**src/rtl/rate1_node_ctrl.sv**
```systemverilog
// Rate-1 node sequencer for the polar SC decoder: streams 16-LLR chunks from LLR
// memory through the hard-decision datapath and writes each decision word to bit memory.
module rate1_node_ctrl #(
    parameter int LLR_W   = 6,
    parameter int PU_NUM  = 16,
    parameter int ADDR_W  = 8,
    parameter int MAX_LOG = 8
) (
    input  logic                      clk,
    input  logic                      rst_n,
    input  logic                      start,
    input  logic [3:0]                node_log,
    input  logic [ADDR_W-1:0]         llr_base,
    input  logic [ADDR_W-1:0]         bit_base,
    output logic                      busy,
    output logic                      done,
    output logic                      err,
    output logic                      rd_en,
    output logic [ADDR_W-1:0]         rd_addr,
    input  logic                      rd_gnt,
    input  logic [PU_NUM*LLR_W-1:0]   rd_data,
    output logic [PU_NUM*LLR_W-1:0]   pu_llr,
    input  logic [PU_NUM-1:0]         pu_bits,
    output logic                      wr_en,
    output logic [ADDR_W-1:0]         wr_addr,
    output logic [PU_NUM-1:0]         wr_data
);

    // Chunk indices run 0..2^(MAX_LOG-4)-1; one spare bit keeps the count itself representable.
    localparam int CW = MAX_LOG - 3;
    localparam logic [CW-1:0] ONE = CW'(1);

    typedef enum logic [1:0] {IDLE, RUN, DRAIN, DONE} state_t;

    state_t              state_q, state_d;
    logic [ADDR_W-1:0]   llr_base_q, bit_base_q;
    logic [CW-1:0]       last_idx_q, last_idx_d;
    logic [CW-1:0]       rd_idx_q, wr_idx_q;
    logic                v1_q, v2_q;
    logic                err_q;
    logic [PU_NUM-1:0]   wr_data_q;

    logic legal, accept, rd_issue, last_rd, last_wr;

    assign legal      = (node_log >= 4'd4) && (node_log <= 4'(MAX_LOG));
    assign accept     = (state_q == IDLE) && start && legal;
    assign rd_issue   = rd_en && rd_gnt;
    assign last_rd    = (rd_idx_q == last_idx_q);
    assign last_wr    = (wr_idx_q == last_idx_q);
    assign last_idx_d = (ONE << (node_log - 4'd4)) - ONE;

    // State register.
    always_ff @(posedge clk or negedge rst_n) begin
        if (!rst_n) begin
            state_q <= IDLE;
        end else begin
            // NOTE: non-blocking so every flop samples pre-edge values regardless of block order.
            state_q <= state_d;
        end
    end

    // Next-state logic.
    always_comb begin
        // NOTE: default first so no path leaves state_d unassigned and infers a latch.
        state_d = state_q;
        unique case (state_q)
            IDLE:    if (accept) state_d = RUN;
            RUN:     if (rd_issue && last_rd) state_d = DRAIN;
            DRAIN:   if (v2_q && last_wr) state_d = DONE;
            DONE:    state_d = IDLE;
            default: state_d = IDLE;
        endcase
    end

    // Output decode.
    always_comb begin
        busy  = (state_q != IDLE);
        done  = (state_q == DONE);
        rd_en = (state_q == RUN);
    end

    // Captured node parameters, chunk counters and the two-stage read-to-write pipe.
    always_ff @(posedge clk or negedge rst_n) begin
        if (!rst_n) begin
            llr_base_q <= '0;
            bit_base_q <= '0;
            last_idx_q <= '0;
            rd_idx_q   <= '0;
            wr_idx_q   <= '0;
            v1_q       <= 1'b0;
            v2_q       <= 1'b0;
            err_q      <= 1'b0;
            wr_data_q  <= '0;
        end else begin
            if (accept) begin
                llr_base_q <= llr_base;
                bit_base_q <= bit_base;
                last_idx_q <= last_idx_d;
                rd_idx_q   <= '0;
                wr_idx_q   <= '0;
            end else begin
                if (rd_issue) rd_idx_q <= rd_idx_q + ONE;
                if (v2_q)     wr_idx_q <= wr_idx_q + ONE;
            end
            // rd_data (and hence pu_bits) is valid the cycle after the read issues.
            v1_q  <= rd_issue;
            v2_q  <= v1_q;
            if (v1_q) wr_data_q <= pu_bits;
            err_q <= (state_q == IDLE) && start && !legal;
        end
    end

    assign rd_addr = llr_base_q + ADDR_W'(rd_idx_q);
    assign wr_addr = bit_base_q + ADDR_W'(wr_idx_q);
    assign wr_en   = v2_q;
    assign wr_data = wr_data_q;
    assign err     = err_q;
    assign pu_llr  = rd_data;

endmodule

```
**config.mk**
```make
export PLATFORM = sky130hd
export DESIGN_NAME = rate1_node_ctrl
export DESIGN_NICKNAME = d
export VERILOG_FILES = /design/src/rtl/rate1_node_ctrl.sv
export SDC_FILE = /design/constraint.sdc
export NUM_CORES = 1
export LEC_CHECK = 0
export BUFFER_PORTS_ARGS = -buffer_cell sky130_fd_sc_hd__buf_2
export CAP_MARGIN = 20
export CORE_MARGIN = 5
export CORE_UTILIZATION = 38
export CTS_BUF_LIST = sky130_fd_sc_hd__clkbuf_4
export CTS_CLUSTER_DIAMETER = 100
export DETAILED_ROUTE_END_ITERATION = 8
export PLACE_DENSITY = 0.76
export SKIP_LAST_GASP = 1
export SLEW_MARGIN = 20
export SYNTH_ARGS = -nofsm -noshare
export SYNTH_HDL_FRONTEND = slang
export SYNTH_SLANG_ARGS = --single-unit
```
**constraint.sdc**
```tcl
create_clock -name clk -period 1.7 [get_ports clk]
set_input_delay 0.085 -clock clk [delete_from_list [all_inputs] [get_ports clk]]
set_output_delay 0.085 -clock clk [all_outputs]
set_load 0.1 [all_outputs]
```
After elaboration in Yosys (flattened, before gate mapping)
Index checks and enable logic that the tools add are counted.
{"block": "word_totals", "output_inout_bits": 133, "reg_bits": 52}
{"block": "classes", "n_shift": 1, "magnitude_cmp": 2, "eq_ne": 8, "n_addsub": 6, "n_mux": 8, "reduce_logical": 13}
{"cell": "5-bit 2-to-1 mux", "n": 4}
{"cell": "8-bit by 5-bit adder with 8-bit output", "n": 2}
{"cell": "5-bit by 1-bit adder with 5-bit output (second input constant)", "n": 2}
{"cell": "5-bit == test", "n": 2}
{"cell": "2-bit case mux with 4 select lines", "n": 1}
{"cell": "1-bit logical AND", "n": 7}
{"cell": "2-bit 2-to-1 mux", "n": 3}
{"cell": "2-bit nonzero test", "n": 3}
{"cell": "1-bit by 4-bit left shift with 5-bit output (first input constant)", "n": 1}
{"cell": "5-bit by 1-bit subtractor with 5-bit output (second input constant)", "n": 1}
{"cell": "2-bit == test (second input constant)", "n": 2}
{"cell": "4-bit by 3-bit >= comparator with 1-bit output (second input constant)", "n": 1}
{"cell": "4-bit less-or-equal comparator (second input constant)", "n": 1}
{"cell": "2-bit != test (second input constant)", "n": 2}
{"cell": "4-bit by 3-bit subtractor with 4-bit output (second input constant)", "n": 1}
{"cell": "3-bit AND reduction", "n": 1}
{"cell": "2-bit by 1-bit == test with 1-bit output (second input constant)", "n": 1}
{"cell": "2-bit logical NOT", "n": 1}
{"cell": "2-bit by 1-bit != test with 1-bit output (second input constant)", "n": 1}
{"cell": "1-bit logical NOT", "n": 1}

Logic depth before layout (Yosys ltp)
{"block": "logic_depth", "ltp_word": 5, "depth_mapped": 9, "ltp_nobuf": 8}

Least setup slack after synthesis
Ideal clock, no wire load.
{"block": "synth_path", "kind": "reg2out", "start": "register rd_idx_q[1]", "end": "output rd_addr[7]", "stages_incl_launch_ff": 6, "n_path_buf": 0, "required_ns": 1.615, "slack_ns": -3.062, "t_arrival_ns": 4.677, "cell_sequence": "dfrtp_1 ha_1 a21o_1 a21oi_1 o21ai_0 o311ai_0"}
{"block": "synth_via", "elab_chain_len": 1}
{"element": "from (decl)", "line_no": "38", "rtl": "logic [CW-1:0] rd_idx_q, wr_idx_q;"}
{"element": "from (signal assigned)", "line_no": "102", "rtl": "if (rd_issue) rd_idx_q <= rd_idx_q + ONE;"}
{"element": "8-bit by 5-bit adder with 8-bit output", "line_no": "113", "rtl": "assign rd_addr = llr_base_q + ADDR_W'(rd_idx_q);"}
{"element": "to (decl)", "line_no": "19", "rtl": "output logic [ADDR_W-1:0] rd_addr,"}
Every way passes these cells.

Worst setup path after layout
{"block": "layout_path", "start": "register llr_base_q[0]", "end": "output rd_addr[6]"}
{"block": "layout_via", "elab_chain_len": 1}
{"element": "from (decl)", "line_no": "36", "rtl": "logic [ADDR_W-1:0] llr_base_q, bit_base_q;"}
{"element": "from (signal assigned)", "line_no": "96", "rtl": "llr_base_q <= llr_base;"}
{"element": "8-bit by 5-bit adder with 8-bit output", "line_no": "113"}
Every way passes these cells.

==> results.py <==
metrics = {
    "job": {
        "maxCapViolations": 0,
    },
    "layout": {
        "final_common_cell": "buf_2",
        "area_delta_synth_final_pct": 29.31,
        "num_antenna_cells": 0,
        "layout-drive-gt1-share_pct": 44.21,
        "final_cell_mix": "61 x buf_2, 58 x nand2_1, 51 x dfrtp_1, 34 x dlygate4sd3_1, 31 x buf_4",
        "finish.utilization_pct": 50.00,
        "nNetsFinal": 580,
    },
    "global_route": {
        "grt_max_degree": 32,
        "grt_pass1_wl_um": 13360,
        "first_global_vias": 2855,
        "antenna_found_initial": 0,
        "grt_overflow": 0,
        "grt_usage_pct": 14.34,
    },
    "synthesis": {
        "syn_inst": 376,
        "ys_warn_count": 0,
        "syn_area_per_cell_sq_um": 9.457,
        "ys_seq_area_share_pct": 36.59,
        "synth.ff_latch_count": 52,
        "yosysUniqueCellTypes": 36,
        "syn_nets": 534,
        "synth_area_sq_mm": 0.003556,
    },
    "timing": {
        "hold_viol_final": 0,
        "setup_viol": 14,
        "finalCritPeriodShare_pct": 134.7,
        "fmax_mhz": 436.6,
        "worstMarginPinSlew_ns": 0.5472,
        "min_period_ns": 2.290,
        "setup_slack_ns": -0.5903,
        "rsz0062_at_grt": "yes",
        "finalClockSkew_ns": 0.007439,
        "relSlewSlack_pct": 63.52,
        "slew_violations": 0,
    },
    "critical_path": {
        "crit_path_end_kind": "output pin",
        "critical_path_required_ns": 1.62,
        "startpoint_type": "register",
        "reg2reg_to": "state_q[1]$_DFFE_PN0P_",
        "ff2ff_path_depth": 6,
        "reg2reg_slack_ns": 0.05,
        "worstPathArrival_ns": 2.21,
        "crit_fanout": 2,
        "worst_r2r_startpoint": "rd_idx_q[2]$_DFFE_PN0P_",
        "criticalPathCategory": "reg -> out",
    },
    "hold_path": {
        "holdPathEnd": "err$_DFF_PN0_",
        "worstHoldStart": "node_log[3]",
        "min-delay-path-class": "in -> reg",
        "whs_path_depth": 3,
    },
    "clocking": {
        "path_clk_slew_ns": 0.16,
        "clkSinkCount": 52,
        "cts_tree": "done",
        "cts_made_buffers": 5,
        "max-clock-path-buffers": 2,
        "clk_latency_ns": 0.37,
        "h-tree-depth": 2,
        "cts-root-buf": "clkbuf_4",
    },
    "detailed_routing": {
        "wirelength_um": 7881,
        "num_vias": 2531,
        "vias_per_cell": 4.740,
        "ant_nets": 0,
        "first_pass_iters": 4,
        "drt_iter0_drc": 68,
        "wire_per_inst_um": 14.76,
        "post-route-drc-count": 0,
    },
    "place": {
        "gp_congestion": 0.7625,
        "io_buffers": 76,
        "dp_hpwl_um": 5716,
    },
    "status": {
        "violations": "negative setup slack",
        "status": "finished, violations left",
    },
    "die": {
        "row_count": 35,
        "floorplan.io_pins": 269,
        "die_h_um": 106.7,
        "core-area_sq_mm": 0.009196,
        "initial_utilization_pct": 38.67,
        "die_x_um": 106.7,
        "die_area_sq_mm": 0.01139,
    },
}
[flip-flops by register name, summed over array words and instances (netlist names)]
name,count
last_idx_q,5
v1_q,1
llr_base_q,8
wr_data,16
wr_en,1
rd_idx_q,5
state_q,2
bit_base_q,8
err,1
wr_idx_q,5
[cell usage after synthesis]
cell       count  area (sq um)
o21ai_1        1         5.000
ha_1          20         250.2
nor2_1        17         63.81
a21oi_2        1         8.760
a211oi_1       2         15.01
nor2b_1        2         12.51
or3b_4         1         11.26
nor3_1         2         10.01
nand2_1       58         217.7
mux2i_1        2         20.02
xor2_1         7         61.31
o21ai_0       12         60.06
buf_2          2         10.01
a2bb2oi_1      1         8.760
nand4b_1       2         17.52
buf_6          2         22.52
nor3b_1        4         30.03
clkbuf_1       4         15.01
dfrtp_1       52          1301
o311ai_0       2         17.52
buf_12         1         20.02
a21oi_1        5         25.02
o211a_1        1         10.01
a21boi_0       2         15.01
inv_1         19         71.32
fa_1           2         40.04
o21ai_2        3         26.28
and2_1         1         6.260
and3_1         1         6.260
nand3_1        3         15.01
buf_4         97         728.2
nand4_1        6         37.54
xnor2_1       21         183.9
nand2b_1       1         6.260
a21o_1         2         15.01
mux2_2        17         191.4
[final cells by class]
type                    count  area (sq um)
inverters                  19         82.58
multi-input cells         199          1735
clock inverters             3         68.82
fillers                   820          4598
flip-flops and latches     52          1303
clock buffers               5         37.54
well taps                 111         138.9
repair buffers            145          1232
[worst max-delay path, stage by stage (launching register included)]
cell      delay (ns)
dfrtp_1         0.40
ha_2            0.19
inv_2           0.04
fa_2            0.35
nor2b_2         0.14
o21ai_2         0.08
a21boi_2        0.17
o21ai_2         0.11
xnor2_4         0.17
buf_12          0.19
[how the worst max path moves through the flow]
| stage | from | endpoint | depth (start not counted) |
|---|---|---|---|
| floorplan | wr_idx_q[0]$_DFFE_PN0P_ | wr_addr[6] | 8 |
| global placement | wr_idx_q[0]$_DFFE_PN0P_ | wr_addr[6] | 9 |
| detailed placement | wr_idx_q[0]$_DFFE_PN0P_ | wr_addr[6] | 9 |
| CTS | llr_base_q[0]$_DFFE_PN0N_ | rd_addr[6] | 9 |
| global route | wr_idx_q[0]$_DFFE_PN0P_ | wr_addr[6] | 9 |
| finish | llr_base_q[0]$_DFFE_PN0N_ | rd_addr[6] | 9 |
[per-stage QoR]
step | area (sq um) | TNS (ns) | cells | setup slack (ns) | hold WS, ns
6_report | 4598 | -5.438 | 534 | -0.5903 | 0.02543
5_1_grt | 4598 | -6.784 | 534 | -0.7091 | 0.03694
4_1_cts | 4559 | -5.666 | 532 | -0.6138 | 0.009431
3_5_place_dp | 3948 | -1.147 | 484 | -0.2934 | 0.1039
3_3_place_gp | 3948 | -0.7494 | 484 | -0.2326 | 0.09762
2_1_floorplan | 3786 | -4.685 | 376 | -0.5261 | -0.2106
[kinds of logic (layout without fill, tap and decap cells)]
logic type	count (synthesis)	count (layout)	synth area share, %
AO/OA/AOI/OAI	32	32	5.806
multiplexers	19	19	5.946
XOR/XNOR	28	28	6.897
adder cells (fa/ha/maj)	22	22	8.163
buffers and inverters	125	172	24.38
AND/OR/NAND/NOR	98	98	12.21
flip-flops	52	52	36.59
[per-layer routing]
| layer | part of all wire, % | wire length [um] | GRT usage [%] |
|---|---|---|---|
| met1 | 39 | 3061 | 15.97 |
| met2 | 49 | 3885 | 24.91 |
| met3 | 9.6 | 760 | 5.418 |
| met4 | 2.2 | 173 | 5.297 |
| met5 | 0 | 0 | 0 |
[what timing repair did]
action,4_1_cts,5_1_grt
hold endpoints to repair,55,0
gates resized for setup,21,6
setup buffers,7,6
hold buffers,34,0
pin swaps,23,14
endpoints found under the setup margin,16,16
Power is left out: the tool's default activity adds up to more than one toggle a clock period on the data nets, which glitch-free logic cannot reach.
